## config.mk

```make
export PLATFORM = sky130hd
export DESIGN_NAME = cpu_controller
export DESIGN_NICKNAME = d
export VERILOG_FILES = /design/src/rtl/cpu_controller.sv
export SDC_FILE = /design/constraint.sdc
export NUM_CORES = 1
export LEC_CHECK = 0
export CAP_MARGIN = 20
export CORE_ASPECT_RATIO = 1.2
export CORE_MARGIN = 4
export CORE_UTILIZATION = 46
export DETAILED_ROUTE_END_ITERATION = 10
export PLACE_DENSITY = 0.88
export SETUP_SLACK_MARGIN = 0.5
export SLEW_MARGIN = 20
export SYNTH_ARGS = -nofsm -noshare
export SYNTH_HDL_FRONTEND = slang
export SYNTH_SLANG_ARGS = --single-unit
```

## constraint.sdc

```tcl
create_clock -name clk -period 3.2 [get_ports clk]
set_clock_uncertainty 0.1 [all_clocks]
set_input_delay 0.64 -clock clk [delete_from_list [all_inputs] [get_ports clk]]
set_output_delay 0.64 -clock clk [all_outputs]
set_load 0.02 [all_outputs]
```

## src/rtl/cpu_controller.sv

```systemverilog
// rtl/cpu_controller.sv - SimpleCPU multi-cycle control unit
// Holds PC/IR and sequences FETCH, DECODE and one execute cycle per instruction.
module cpu_controller #(
    parameter int PC_W = 8,
    parameter int D_W  = 8
) (
    input  logic            clk,
    input  logic            rst,
    input  logic            start,
    output logic [PC_W-1:0] I_addr,
    output logic            I_rd,
    input  logic [15:0]     I_data,
    output logic [D_W-1:0]  D_addr,
    output logic            D_rd,
    output logic            D_wr,
    output logic            RF_s1,
    output logic            RF_s0,
    output logic [3:0]      RF_W_addr,
    output logic            RF_W_wr,
    output logic [3:0]      RF_Rp_addr,
    output logic            RF_Rp_rd,
    output logic [3:0]      RF_Rq_addr,
    output logic            RF_Rq_rd,
    output logic            alu_s1,
    output logic            alu_s0,
    output logic [7:0]      RF_W_data,
    input  logic            RF_Rp_zero,
    output logic            halted
);

    typedef enum logic [3:0] {
        ST_INIT   = 4'd0,
        ST_FETCH  = 4'd1,
        ST_DECODE = 4'd2,
        ST_LOAD   = 4'd3,
        ST_STORE  = 4'd4,
        ST_ADD    = 4'd5,
        ST_LOADC  = 4'd6,
        ST_SUB    = 4'd7,
        ST_JMPZ   = 4'd8,
        ST_HALT   = 4'd9
    } state_t;

    localparam logic [3:0] OP_LOAD  = 4'h0;
    localparam logic [3:0] OP_STORE = 4'h1;
    localparam logic [3:0] OP_ADD   = 4'h2;
    localparam logic [3:0] OP_LOADC = 4'h3;
    localparam logic [3:0] OP_SUB   = 4'h4;
    localparam logic [3:0] OP_JMPZ  = 4'h5;
    localparam logic [3:0] OP_HALT  = 4'hF;

    state_t          state_q, state_d;
    logic [PC_W-1:0] pc_q, pc_d;
    logic [15:0]     ir_q, ir_d;

    logic [3:0]      op, ra, rb, rc;
    logic [7:0]      imm;
    logic [PC_W-1:0] off_ext;

    assign op      = ir_q[15:12];
    assign ra      = ir_q[11:8];
    assign rb      = ir_q[7:4];
    assign rc      = ir_q[3:0];
    assign imm     = ir_q[7:0];
    // Jump offset is a signed byte, relative to the jump's own address.
    assign off_ext = PC_W'($signed(imm));

    always_ff @(posedge clk or posedge rst) begin
        if (rst) begin
            state_q <= ST_INIT;
            pc_q    <= '0;
            ir_q    <= '0;
        end else begin
            state_q <= state_d;
            pc_q    <= pc_d;
            ir_q    <= ir_d;
        end
    end

    always_comb begin
        state_d    = state_q;
        pc_d       = pc_q;
        ir_d       = ir_q;
        I_addr     = pc_q;
        I_rd       = 1'b0;
        D_addr     = '0;
        D_rd       = 1'b0;
        D_wr       = 1'b0;
        RF_s1      = 1'b0;
        RF_s0      = 1'b0;
        RF_W_addr  = 4'd0;
        RF_W_wr    = 1'b0;
        RF_Rp_addr = 4'd0;
        RF_Rp_rd   = 1'b0;
        RF_Rq_addr = 4'd0;
        RF_Rq_rd   = 1'b0;
        alu_s1     = 1'b0;
        alu_s0     = 1'b0;
        RF_W_data  = 8'd0;
        halted     = 1'b0;

        case (state_q)
            ST_INIT: begin
                if (start) state_d = ST_FETCH;
            end
            ST_FETCH: begin
                I_rd    = 1'b1;
                ir_d    = I_data;
                pc_d    = pc_q + PC_W'(1);
                state_d = ST_DECODE;
            end
            ST_DECODE: begin
                case (op)
                    OP_LOAD:  state_d = ST_LOAD;
                    OP_STORE: state_d = ST_STORE;
                    OP_ADD:   state_d = ST_ADD;
                    OP_LOADC: state_d = ST_LOADC;
                    OP_SUB:   state_d = ST_SUB;
                    OP_JMPZ:  state_d = ST_JMPZ;
                    OP_HALT:  state_d = ST_HALT;
                    default:  state_d = ST_FETCH;
                endcase
            end
            ST_LOAD: begin
                D_addr    = D_W'(imm);
                D_rd      = 1'b1;
                RF_s0     = 1'b1;
                RF_W_addr = ra;
                RF_W_wr   = 1'b1;
                state_d   = ST_FETCH;
            end
            ST_STORE: begin
                D_addr     = D_W'(imm);
                D_wr       = 1'b1;
                RF_Rp_addr = ra;
                RF_Rp_rd   = 1'b1;
                state_d    = ST_FETCH;
            end
            ST_ADD, ST_SUB: begin
                RF_Rp_addr = rb;
                RF_Rp_rd   = 1'b1;
                RF_Rq_addr = rc;
                RF_Rq_rd   = 1'b1;
                alu_s0     = (state_q == ST_ADD);
                alu_s1     = (state_q == ST_SUB);
                RF_W_addr  = ra;
                RF_W_wr    = 1'b1;
                state_d    = ST_FETCH;
            end
            ST_LOADC: begin
                RF_s1     = 1'b1;
                RF_W_data = imm;
                RF_W_addr = ra;
                RF_W_wr   = 1'b1;
                state_d   = ST_FETCH;
            end
            ST_JMPZ: begin
                RF_Rp_addr = ra;
                RF_Rp_rd   = 1'b1;
                // PC already points past the jump, so step back one first.
                if (RF_Rp_zero) pc_d = pc_q - PC_W'(1) + off_ext;
                state_d = ST_FETCH;
            end
            ST_HALT: begin
                halted = 1'b1;
            end
            default: begin
                state_d = ST_INIT;
            end
        endcase
    end

endmodule
```

; Word-level counts from Yosys, hierarchy flattened
; Index checks and enable logic that the tools add are counted.
; Widths: inputs -> output; s select.
[totals]
inputBits = 20
output_inout_bits = 47
regBits = 28
wordCells = 55
[classes]
reduce_logical = 11
eq_ne = 17
n_bitwise = 1
muxes = 20
addsub = 3
[ops]
columns = cell, count
row1 = $pmux 4 s7, 1
row2 = $eq 4x3->1 const B, 6
row3 = $mux 8, 3
row4 = $pmux 4 s5, 1
row5 = $eq 4x2->1 const B, 4
row6 = $pmux 8 s2, 1
row7 = $eq 4x4->1 const B, 3
row8 = $mux 4, 3
row9 = $mux 1, 10
row10 = $add 8x1->8 const B, 1
row11 = $add 8x8->8, 1
row12 = $eq 4x1->1 const B, 2
row13 = $logic_not 4->1, 2
row14 = $pmux 4 s2, 1
row15 = $reduce_or 4->1, 2
row16 = $sub 8x1->8 const B, 1
row17 = $reduce_or 2->1, 3
row18 = $reduce_or 6->1, 1
row19 = $ne 2x2->1 const B, 2
row20 = $reduce_and 2->1, 2
row21 = $reduce_bool 2->1, 1
row22 = $not 1->1, 1

; Longest topological paths before layout
; Gate-level depths: netlist of run 1.
[depth]
ltp_word = 4
ltp_mapped = 9
ltp_nobuf = 9

; Worst setup path after synthesis of run 1
; Ideal clock, no wire load.
[synth_path]
kind = flip-flop to output port
start = register state_q[2]
end = output port D_addr[7]
n_path_buf = 1
path_slack_ps = 296
arrival_time_ps = 2164
required_time_ps = 2460
path_stages_with_launch = 5
cell_sequence = dfrtp_1 > clkbuf_1 > nor4b_1 > nor2_1 > nor2b_1
[synth_via]
elab_chain_cells = 3
[synth_rtl]
columns = element, line_no
row1 = from (decl), 52  ; state_t state_q, state_d;
row2 = from (signal assigned), 74  ; state_q <= state_d;
row3 = $eq 4x3->1 or $eq 4x2->1 (tied branches), 102  ; case (state_q)
row4 = $reduce_or 2->1 (no source line) *, n/a
row5 = $mux 8 *, 102
row6 = to (decl), 13  ; output logic [D_W-1:0] D_addr,
; Mark *: on every way between the ends. The rest lies on a longest branch, timed or not.

; Worst setup path after layout of run 1
[layout_path]
start = register state_q[3]
end = output port halted
[layout_via]
elab_chain_cells = 2
[layout_rtl]
columns = element, line_no
row1 = $eq 4x4->1, 102
row2 = $mux 1, 102
row3 = to (decl), 28  ; output logic halted
; No other way between the ends.

==> metrics.md, run 1 <==
| Metric | Value |
|---|---|
| Area occupied by multi-input gates | `1230 um2` |
| Max-slew headroom | `69.1%` |
| Maximum VDD drop | `633 uV` |
| # fillers | `359` |
| Yosys warnings | `0` |
| Slowest cell on crit path | `clkdlybuf4s50_1` |
| Fraction of registers with async set/reset | `100%` |
| Mapped Area | `2020 um2` |
| Gr usage total | `20.3%` |
| Worst-case clock buffer depth | `2` |
| Routability cong. | `0.817` |
| HPWL Detailed | `3880 um` |
| Clock transition at path regs | `0.10 ns` |
| Post-synth EDFFs | `0` |
| Die area | `5520 um2` |
| Via count | `1966` |
| Top delay family on crit path | `buffers and inverters` |
| RSZ-0062 raised after global routing | `true` |
| IO Pins | `67` |
| Final Critical Period | `2.85 ns` |
| FP Rows | `26` |
| Sw Pwr | `1450 uW` |
| DR iter-0 viols | `75` |
| Largest net degree at the start of global routing | `30` |
| Register Area | `706 um2` |
| DRC | `0` |
| CTS Buf Count | `3` |
| First-pass DRT Iterations | `4` |
| Hold depth | `1` |
| Layout area overhead | `45.2%` |
| Clock sink count | `28` |
| DIE HEIGHT | `80.6 um` |
| Number of synthesized register bits | `28` |
| N_diodes | `0` |
| Vias/cell | `5.39` |
| First-pass GRT wire length | `8600 um` |
| R2r startpoint | `I_addr[1]` |
| Starting density of the core | `47.4%` |
| Final setup fails | `0` |
| H-tree depth | `1` |
| Core Area | `4260 um2` |
| CTS root buffer | `clkbuf_8` |
| Number of global-route vias before repair | `1820` |
| Status | `finished clean` |
| Cell-internal power | `1640 uW` |
| GRT overflow | `0` |
| Mapped Cells | `236` |
| Crit path launch type | `register` |
| CP arrival | `2.11 ns` |
| Worst setup path start | `state_q[3]` |
| TNS Setup | `0 ns` |
| Syn_area_per_cell | `8.57 um2` |
| Worst slew pin tran | `0.452 ns` |
| Clock power share | `9.3%` |
| Synth Flop Type | `dfrtp_1` |
| Number of max-slew violations in the final report | `0` |
| Total Wirelength | `5340 um` |
| Die width | `68.5 um` |
| Sw frac | `46.9%` |
| Combinational share of power | `67.3%` |
| Total of max-cap violations | `0` |
| Worst hold path class | `reg -> reg` |
| ANT nets after route | `0` |
| Worst Reg-to-Reg Cells | `9` |
| Period utilization | `89.0%` |
| Number of buffers and inverters on the critical path | `2` |
| WL per Instance | `14.6 um` |
| P per Cell Area | `1050 nW/um2` |
| Critical path data required time | `2.46 ns` |
| Critical path fanouts, max | `7` |
| Worst skew pair latency | `0.28 ns` |
| Sequential fraction of the synthesis area | `34.7%` |
| Critical Path End Type | `output pin` |
| Crit-path max cell delay | `0.69 ns` |
| Sequential power share | `23.4%` |
| Synth Net Count | `271` |
| Hold Startpoint | `ir_q[10]` |
| TritonCTS clock tree | `yes` |
| Stages on worst setup path | `3` |
| # hold bufs at CTS | `0` |
| Critical Path, Cell by Cell | `buf_4 -> nor4bb_1 -> clkdlybuf4s50_1` |
| Max Fclk | `351 MHz` |
| Leakage Power | `0.00148 uW` |
| Share of layout cells above drive strength 1 | `15.2%` |
| Synth unique cells | `42` |
| Port Buffers | `66` |
| Final Hold Slack | `0.443 ns` |
| Nets | `345` |
| Critical path type | `reg -> out` |
| Initial antenna violation count | `0` |
| Fin. Hold Viols | `0` |
==> metrics by stage <==
step                      worst slack, ns  cell area [um2]  std cells  total power [uW]  util [%]
after floorplan                     0.602             2030        236              2110         -
after global placement              0.503             2760        351              2670      64.8
after detailed placement            0.422             2760        351              2750      64.8
after CTS                           0.361             2890        361              3070      67.7
after global routing                0.266             2940        365              3400      68.9
final                               0.351             2940        365              3100      68.9
==> layer usage <==
layer,wire (um),up-vias,GRT usage (%)
li1,-,969,-
met1,2290,916,27.6
met2,2530,73,32.4
met3,435,8,4.76
met4,80,0,4.37
met5,0,-,0
==> state kept, by name (all words and copies together) (netlist names) <==
register  count
I_addr        8
ir_q         16
state_q       4
==> Yosys cell counts (all sizes together) (2+ instances only) <==
cell type	n	area, um2
ha	14	175
a31o	2	17.5
nor4b	4	47.6
a211o	2	17.5
mux2	9	101
xnor2	3	26.3
inv	28	105
o211ai	3	22.5
o21ai	19	95.1
and3	3	18.8
xor2	3	26.3
nand4	2	12.5
a22o	4	35.0
nor2	19	71.3
clkbuf	9	33.8
a21oi	8	40.0
a31oi	3	18.8
nand3	5	25.0
nand2	18	67.6
nor4bb	4	40.0
nor3	6	30.0
buf	3	17.5
and2	13	81.3
a21o	3	22.5
dfrtp	28	701
or2	3	18.8
a211oi	5	37.5
==> final timing paths <==
kind	to	slack, ns
max	halted	0.35
min	ir_q[10]	0.44
max reg2reg	I_addr[7]	0.73
min reg2reg	ir_q[10]	0.44
max in group asynchronous	state_q[0]	2.08
min in group asynchronous	ir_q[3]	0.62
==> cells by family after synthesis <==
| kind of cell | after synthesis | synth area share, % |
|---|---|---|
| AOI/OAI and AO/OA | 55 | 17.7 |
| DFF | 28 | 34.7 |
| adders and majority gates | 15 | 9.65 |
| muxes | 9 | 5.01 |
| xor gates and xnor gates | 6 | 2.60 |
| buffers and inverters | 40 | 7.74 |
| and+or+nand+nor | 83 | 22.6 |
==> timing repair <==
item | in CTS | in global routing
resized for setup | 32 | 13
setup endpoints to repair | 34 | 14
buffers inserted | 6 | 4
gates cloned | 0 | 0
==> final cells by class <==
cell class | count | share of cell area (%)
Inverter | 28 | 3.58
Clock inverter | 1 | 1.02
Multi-Input combinational cell | 168 | 41.8
Clock buffer | 3 | 1.41
Sequential cell | 28 | 24.0
Timing Repair Buffer | 81 | 25.7
Tap cell | 56 | 2.39
==> cell usage in the layout, fill, tap and decap left out, drive strengths merged, types with 6 or more instances in the layout <==
cell type      count
nor3               6
mux2               9
buf               15
ha                14
a21oi              8
dfrtp             28
and2              13
dlymetal6s2s       7
nand2             18
o21ai             19
nor2              19
clkdlybuf4s50     37
dlygate4sd2       20
inv               28
==> power groups by stage <==
| stage | clock, uW | sequential (uW) | combinational (uW) |
|---|---|---|---|
| CTS | 290 | 727 | 2050 |
| floorplan | 0 | 714 | 1400 |
| detailed placement | 0 | 735 | 2010 |
| global placement | 0 | 724 | 1950 |
| finish | 287 | 724 | 2080 |
| global route | 313 | 762 | 2320 |
No activity file was read; power rests on OpenSTA's default activity.
==> run 2, diff against run 1 <==
- CORE_UTILIZATION: 46 -> 30
- PLACE_DENSITY: 0.88 -> 0.66
- clock period: 3.2 -> 2.55 ns (I/O delays scaled with it)
==> run 2 against run 1 <==
  * Final area up 38%
  * Global-route usage down 3.8 points
  * Non-clock buffer count is 67 higher
  * Highest routed layer unchanged
  * Critical path depth grew 3
  * Utilization down 6.4 points
  * Via count increased by 18%
  * Register-to-register slack worse by 0.36 ns
==> metrics.md, run 2 (synthesis results as in run 1) <==
| Metric | Value |
|---|---|
| Gr usage total | `16.5% (was 20.3%)` |
| Most frequent cells in the layout | `buf_4 (65), buf_6 (48), clkdlybuf4s50_1 (26) (was clkdlybuf4s50_1 (37), inv_1 (28), dfrtp_1 (24))` |
| Met2 usage | `32.4% (about the same)` |
| HPWL Detailed | `4500 um (was 3880 um)` |
| ANT nets after route | `0 (unchanged)` |
| Fin. Hold Viols | `0 (unchanged)` |
| H-tree depth | `1 (unchanged)` |
| Max-slew headroom | `63.4% (was 69.1%)` |
| Worst slew pin tran | `0.548 ns (was 0.452 ns)` |
| Met3 usage | `1.69% (was 4.76%)` |
| Global routing's busiest layer | `met2 (unchanged)` |
| Starting density of the core | `31.2% (was 47.4%)` |
| WL per Instance | `16.8 um (was 14.6 um)` |
| First-pass GRT wire length | `11300 um (was 8600 um)` |
| Crit path launch type | `register (unchanged)` |
| Share of layout cells above drive strength 1 | `59.4% (was 15.2%)` |
| Commonest non-fill, non-tap cell in the layout | `buf_4 (was clkdlybuf4s50_1)` |
| Finished Layout Cells | `462 (was 365)` |
| Worst-case clock buffer depth | `2 (unchanged)` |
| Final Critical Period | `2.42 ns` |
| CTS Buf Count | `3 (unchanged)` |
| Critical path type | `reg -> out (unchanged)` |
| Max reg flops | `16 (unchanged)` |
| Number of global-route vias before repair | `2287 (was 1820)` |
| # hold bufs at CTS | `0 (unchanged)` |
| Maximum VDD drop | `599 uV (was 633 uV)` |
| Initial antenna violation count | `0 (unchanged)` |
| Via count | `2319 (was 1966)` |
| Largest net degree at the start of global routing | `30 (unchanged)` |
| Period utilization | `95.0%` |
| Die width | `82.9 um (was 68.5 um)` |
| TritonCTS clock tree | `yes (unchanged)` |
| Vias/cell | `5.02 (was 5.39)` |
| Total Wirelength | `7760 um (was 5340 um)` |
| DR iter-0 viols | `90 (was 75)` |
| Total of max-cap violations | `0 (unchanged)` |
| Layout area overhead | `101% (was 45.2%)` |
| Port Buffers | `66 (unchanged)` |
| # fillers | `522 (was 359)` |
| Leakage Power | `0.00182 uW (was 0.00148 uW)` |
| Worst hold path class | `in -> async (was reg -> reg)` |
| Most flop-heavy register | `ir_q (unchanged)` |
| DRC | `0 (unchanged)` |
| IO Pins | `67 (unchanged)` |
| RSZ-0062 raised after global routing | `true (unchanged)` |
| GRT overflow | `0 (unchanged)` |
| TNS Setup | `0 ns (unchanged)` |
| Worst Reg-to-Reg Cells | `9 (unchanged)` |
| N_diodes | `0 (unchanged)` |
| Critical path data required time | `1.94 ns (was 2.46 ns)` |
| Die area | `8120 um2 (was 5520 um2)` |
| CTS root buffer | `clkbuf_8 (unchanged)` |
| First-pass DRT Iterations | `6 (was 4)` |
| Core Area | `6490 um2 (was 4260 um2)` |
| Status | `finished clean (unchanged)` |
| DIE HEIGHT | `97.9 um (was 80.6 um)` |
| FP Rows | `32 (was 26)` |
| Clock transition at path regs | `0.11 ns (was 0.10 ns)` |
| Final setup fails | `0 (unchanged)` |
| Number of max-slew violations in the final report | `0 (unchanged)` |
| Routability cong. | `0.751 (was 0.817)` |
| Critical path fanouts, max | `5 (was 7)` |
| Worst skew pair latency | `0.29 ns (was 0.28 ns)` |
| Clock sink count | `28 (unchanged)` |
| Placed insts | `389 (was 351)` |
| CP arrival | `1.81 ns (was 2.11 ns)` |
| P per Cell Area | `1450 nW/um2 (was 1050 nW/um2)` |
| Critical Path End Type | `output pin (unchanged)` |
| Nets | `413 (was 345)` |
| Max Fclk | `413 MHz` |
| M1 GR Usage | `18.9% (was 27.6%)` |
-- run 2: cell count changes in the layout (fill, tap and decap cells not counted), moves of 8 or more --
cell / delta
buf_4: +50
buf_6: +48
dlygate4sd2_1: -20
inv_1: -18
inv_2: +18
and2_1: -11
and2_4: +11
clkdlybuf4s50_1: -11
ha_1: -10
ha_4: +10
nor2_4: +8
-- run 2: per-layer routing --
metal / share of wire (%) / vias to the layer above
met2: 57 / 67
met4: 1.9 / 0
li1: - / 1109
met3: 2.7 / 12
met5: 0 / -
met1: 38 / 1131
-- run 2: metrics by stage --
step	util [%]	power (uW)	instance area (um2)	worst slack (ns)	hold slack, ns
after floorplan	-	2930	2230	0.395	0.422
after global placement	47.1	3760	3050	-0.0275	0.442
after detailed placement	47.1	3790	3050	-0.0310	0.453
after CTS	55.4	4960	3590	0.197	0.476
after global routing	62.5	6280	4060	0.0436	0.508
final	62.5	5870	4060	0.127	0.467
-- run 2: where the power goes --
group	internal (uW)	leakage [uW]	switching (uW)
Clock	210	0.0000357	151
Combinational	2430	0.00146	2180
Sequential	670	0.000324	235
-- run 2: repair_timing --
action,in CTS,in global routing
pin swaps,19,22
gates resized for setup,242,81
hold endpoints to repair,0,0
buffers inserted,37,30
setup endpoints to repair,47,48
cloned,0,2
-- run 2: path summary, 6_finish.rpt --
check / from / endpoint / slack (ns)
worst max-delay path: state_q[3] / RF_s0 / 0.13
worst min-delay path: rst / I_addr[0] / 0.47
worst max register to register: ir_q[1] / I_addr[7] / 0.37
worst min register to register: ir_q[10] / ir_q[10] / 0.47
max in group asynchronous: rst / ir_q[4] / 1.38
min in group clk: ir_q[10] / ir_q[10] / 0.47
-- run 2: final cells by class --
class / instances / area [um2] / area share, %
Multi-Input combinational cell: 169 / 1630 / 40.1
Timing Repair Buffer: 148 / 1430 / 35.3
Sequential cell: 28 / 712 / 17.6
Tap cell: 85 / 106 / 2.62
Inverter: 28 / 105 / 2.59
Clock buffer: 3 / 41.3 / 1.02
Clock inverter: 1 / 30.0 / 0.741
-- run 2: worst max-delay path, stage by stage (launching register included) --
cell,delay [ns]
dfrtp_2,0.50
buf_4,0.17
nor4bb_4,0.37
buf_4,0.18
buf_4,0.11
buf_4,0.10
buf_6,0.10
==> run 3, diff against run 2 <==
- REMOVE_ABC_BUFFERS: default -> 1
==> run 3 against run 2 <==
  * Global-route usage is 1.7 points lower
  * Largest power group unchanged
  * Final area is 9.8% lower
  * Cell count is 5.0% lower
  * Clock power is 21% lower
  * Sequential share of layout area is 1.8 points higher
  * Largest cell class unchanged
==> metrics.md, run 3 (synthesis results as in run 1) <==
| Metric | Value |
|---|---|
| Status | `finished clean (unchanged)` |
| Die area | `8120 um2 (unchanged)` |
| Final WS setup | `0.187 ns (was 0.127 ns)` |
| CTS Buf Count | `3 (unchanged)` |
| Largest net degree at the start of global routing | `30 (unchanged)` |
| HPWL Detailed | `4270 um (was 4500 um)` |
| Max-slew headroom | `73.4% (was 63.4%)` |
| RSZ-0062 raised after global routing | `true (unchanged)` |
| Max reg flops | `16 (unchanged)` |
| Total of max-cap violations | `0 (unchanged)` |
| Register Area | `707 um2 (was 712 um2)` |
| Number of buffers and inverters on the critical path | `2 (was 5)` |
| Final Critical Period | `2.36 ns (was 2.42 ns)` |
| Final Instance Area | `3660 um2 (was 4060 um2)` |
| Top delay family on crit path | `simple AND/OR/NAND/NOR gates (was buffers and inverters)` |
| Worst Reg-to-Reg Cells | `9 (unchanged)` |
| DR iter-0 viols | `53 (was 90)` |
| Critical path fanouts, max | `5 (unchanged)` |
| Worst skew pair latency | `0.28 ns (was 0.29 ns)` |
| Number of global-route vias before repair | `2114 (was 2287)` |
| Starting density of the core | `31.2% (unchanged)` |
| Clock transition at path regs | `0.10 ns (was 0.11 ns)` |
| N_diodes | `0 (unchanged)` |
| Nets | `390 (was 413)` |
| Finished Layout Cells | `439 (was 462)` |
| Most common cell on crit path | `buf_6 (was buf_4)` |
| Slowest cell on crit path | `dfrtp_2 (unchanged)` |
| Final setup fails | `0 (unchanged)` |
| # hold bufs at CTS | `0 (unchanged)` |
| Number of max-slew violations in the final report | `0 (unchanged)` |
| FF-to-FF setup slack | `0.46 ns (was 0.37 ns)` |
| FP Rows | `32 (unchanged)` |
| H-tree depth | `1 (unchanged)` |
| Area occupied by multi-input gates | `1530 um2 (was 1630 um2)` |
| Total Wirelength | `7200 um (was 7760 um)` |
| Worst-case clock buffer depth | `2 (unchanged)` |
| CTS root buffer | `clkbuf_8 (unchanged)` |
| Critical path type | `reg -> out (unchanged)` |
| First-pass DRT Iterations | `4 (was 6)` |
| Clock sink count | `28 (unchanged)` |
| Critical path data required time | `1.94 ns (about the same)` |
| Final Util | `56.4% (was 62.5%)` |
| Port Buffers | `66 (unchanged)` |
| IO Pins | `67 (unchanged)` |
| ANT nets after route | `0 (unchanged)` |
| Critical Path, Cell by Cell | `buf_6 -> nor4b_4 -> or2_4 -> a22o_1 -> buf_6 (was buf_4 -> nor4bb_4 -> buf_4 -> buf_4 -> buf_4 -> buf_6)` |
| Critical Path End Type | `output pin (unchanged)` |
| P per Cell Area | `1430 nW/um2 (was 1450 nW/um2)` |
| Leakage Power | `0.00163 uW (was 0.00182 uW)` |
| Maximum VDD drop | `609 uV (was 599 uV)` |
| # fillers | `532 (was 522)` |
| Stages on worst setup path | `5 (was 6)` |
| Fin. Hold Viols | `0 (unchanged)` |
| Dpl cell area | `2860 um2 (was 3050 um2)` |
| Layout area overhead | `81.0% (was 101%)` |
| TritonCTS clock tree | `yes (unchanged)` |
| Crit-path max cell delay | `0.48 ns (was 0.50 ns)` |
| Routability cong. | `0.838 (was 0.751)` |
| Die width | `82.9 um (unchanged)` |
| Max Fclk | `423 MHz (was 413 MHz)` |
| Placed insts | `390 (was 389)` |
| Most frequent cells in the layout | `buf_4 (65), clkdlybuf4s50_1 (27), buf_6 (26) (was buf_4 (65), buf_6 (48), clkdlybuf4s50_1 (26))` |
| Hold depth | `1` |
| CP arrival | `1.75 ns (was 1.81 ns)` |
| Pre-CTS setup slack | `-0.0424 ns (was -0.0310 ns)` |
| Vias/cell | `5.05 (was 5.02)` |
| Gr usage total | `14.7% (was 16.5%)` |
| First-pass GRT wire length | `10100 um (was 11300 um)` |
| Share of layout cells above drive strength 1 | `51.1% (was 59.4%)` |
| Most flop-heavy register | `ir_q (unchanged)` |
| Worst hold path class | `reg -> reg (was in -> async)` |
| WL per Instance | `16.4 um (was 16.8 um)` |
| Crit path launch type | `register (unchanged)` |
| Commonest non-fill, non-tap cell in the layout | `buf_4 (unchanged)` |
| GRT overflow | `0 (unchanged)` |
| Via count | `2215 (was 2319)` |
| Core Area | `6490 um2 (unchanged)` |
| Initial antenna violation count | `0 (unchanged)` |
| Worst slew pin tran | `0.388 ns (was 0.548 ns)` |
| DIE HEIGHT | `97.9 um (unchanged)` |
| Period utilization | `92.7% (was 95.0%)` |
| DRC | `0 (unchanged)` |
[run 3: path summary, 6_finish.rpt]
check	startpoint	end
setup / recovery	state_q[1]	RF_Rp_addr[3]
hold / removal	ir_q[8]	ir_q[8]
setup reg to reg	ir_q[1]	I_addr[7]
hold reg to reg	ir_q[8]	ir_q[8]
max in group asynchronous	rst	state_q[1]
min in group asynchronous	rst	ir_q[10]
[run 3: layout make-up]
cell class / instances / share of cell area (%)
clock buffer: 4 / 1.50
inverter: 28 / 2.87
multi-input combinational: 168 / 41.7
sequential: 28 / 19.3
tap: 85 / 2.91
timing repair buffer: 126 / 31.7
[run 3: per-stage QoR]
stage / hold slack [ns] / setup TNS [ns] / power (uW)
5_1_grt: 0.474 / 0 / 5610
2_1_floorplan: 0.396 / -12.33 / 2600
6_report: 0.452 / 0 / 5240
3_5_place_dp: 0.413 / -0.257 / 3520
4_1_cts: 0.437 / 0 / 4200
3_3_place_gp: 0.408 / 0 / 3470
[run 3: what timing repair did]
item,4_1_cts,5_1_grt
setup buffers,20,24
hold endpoints to repair,0,0
setup endpoints to repair,43,48
gates resized for setup,228,84
gates cloned,0,1
pin swaps,19,27
[run 3: layer usage]
| layer | vias up | global-route usage, % | routed length [um] |
|---|---|---|---|
| met5 | - | 0 | 0 |
| met2 | 47 | 27.6 | 3970 |
| met4 | 0 | 3.14 | 77 |
| met1 | 1101 | 17.5 | 2920 |
| met3 | 8 | 2.62 | 228 |
| li1 | 1059 | - | - |
[run 3: power breakdown]
group          total, uW  internal [uW]  switching, uW
registers            882            665            218
clock network        287            139            148
logic               4070           2090           1980
total               5240           2890           2350
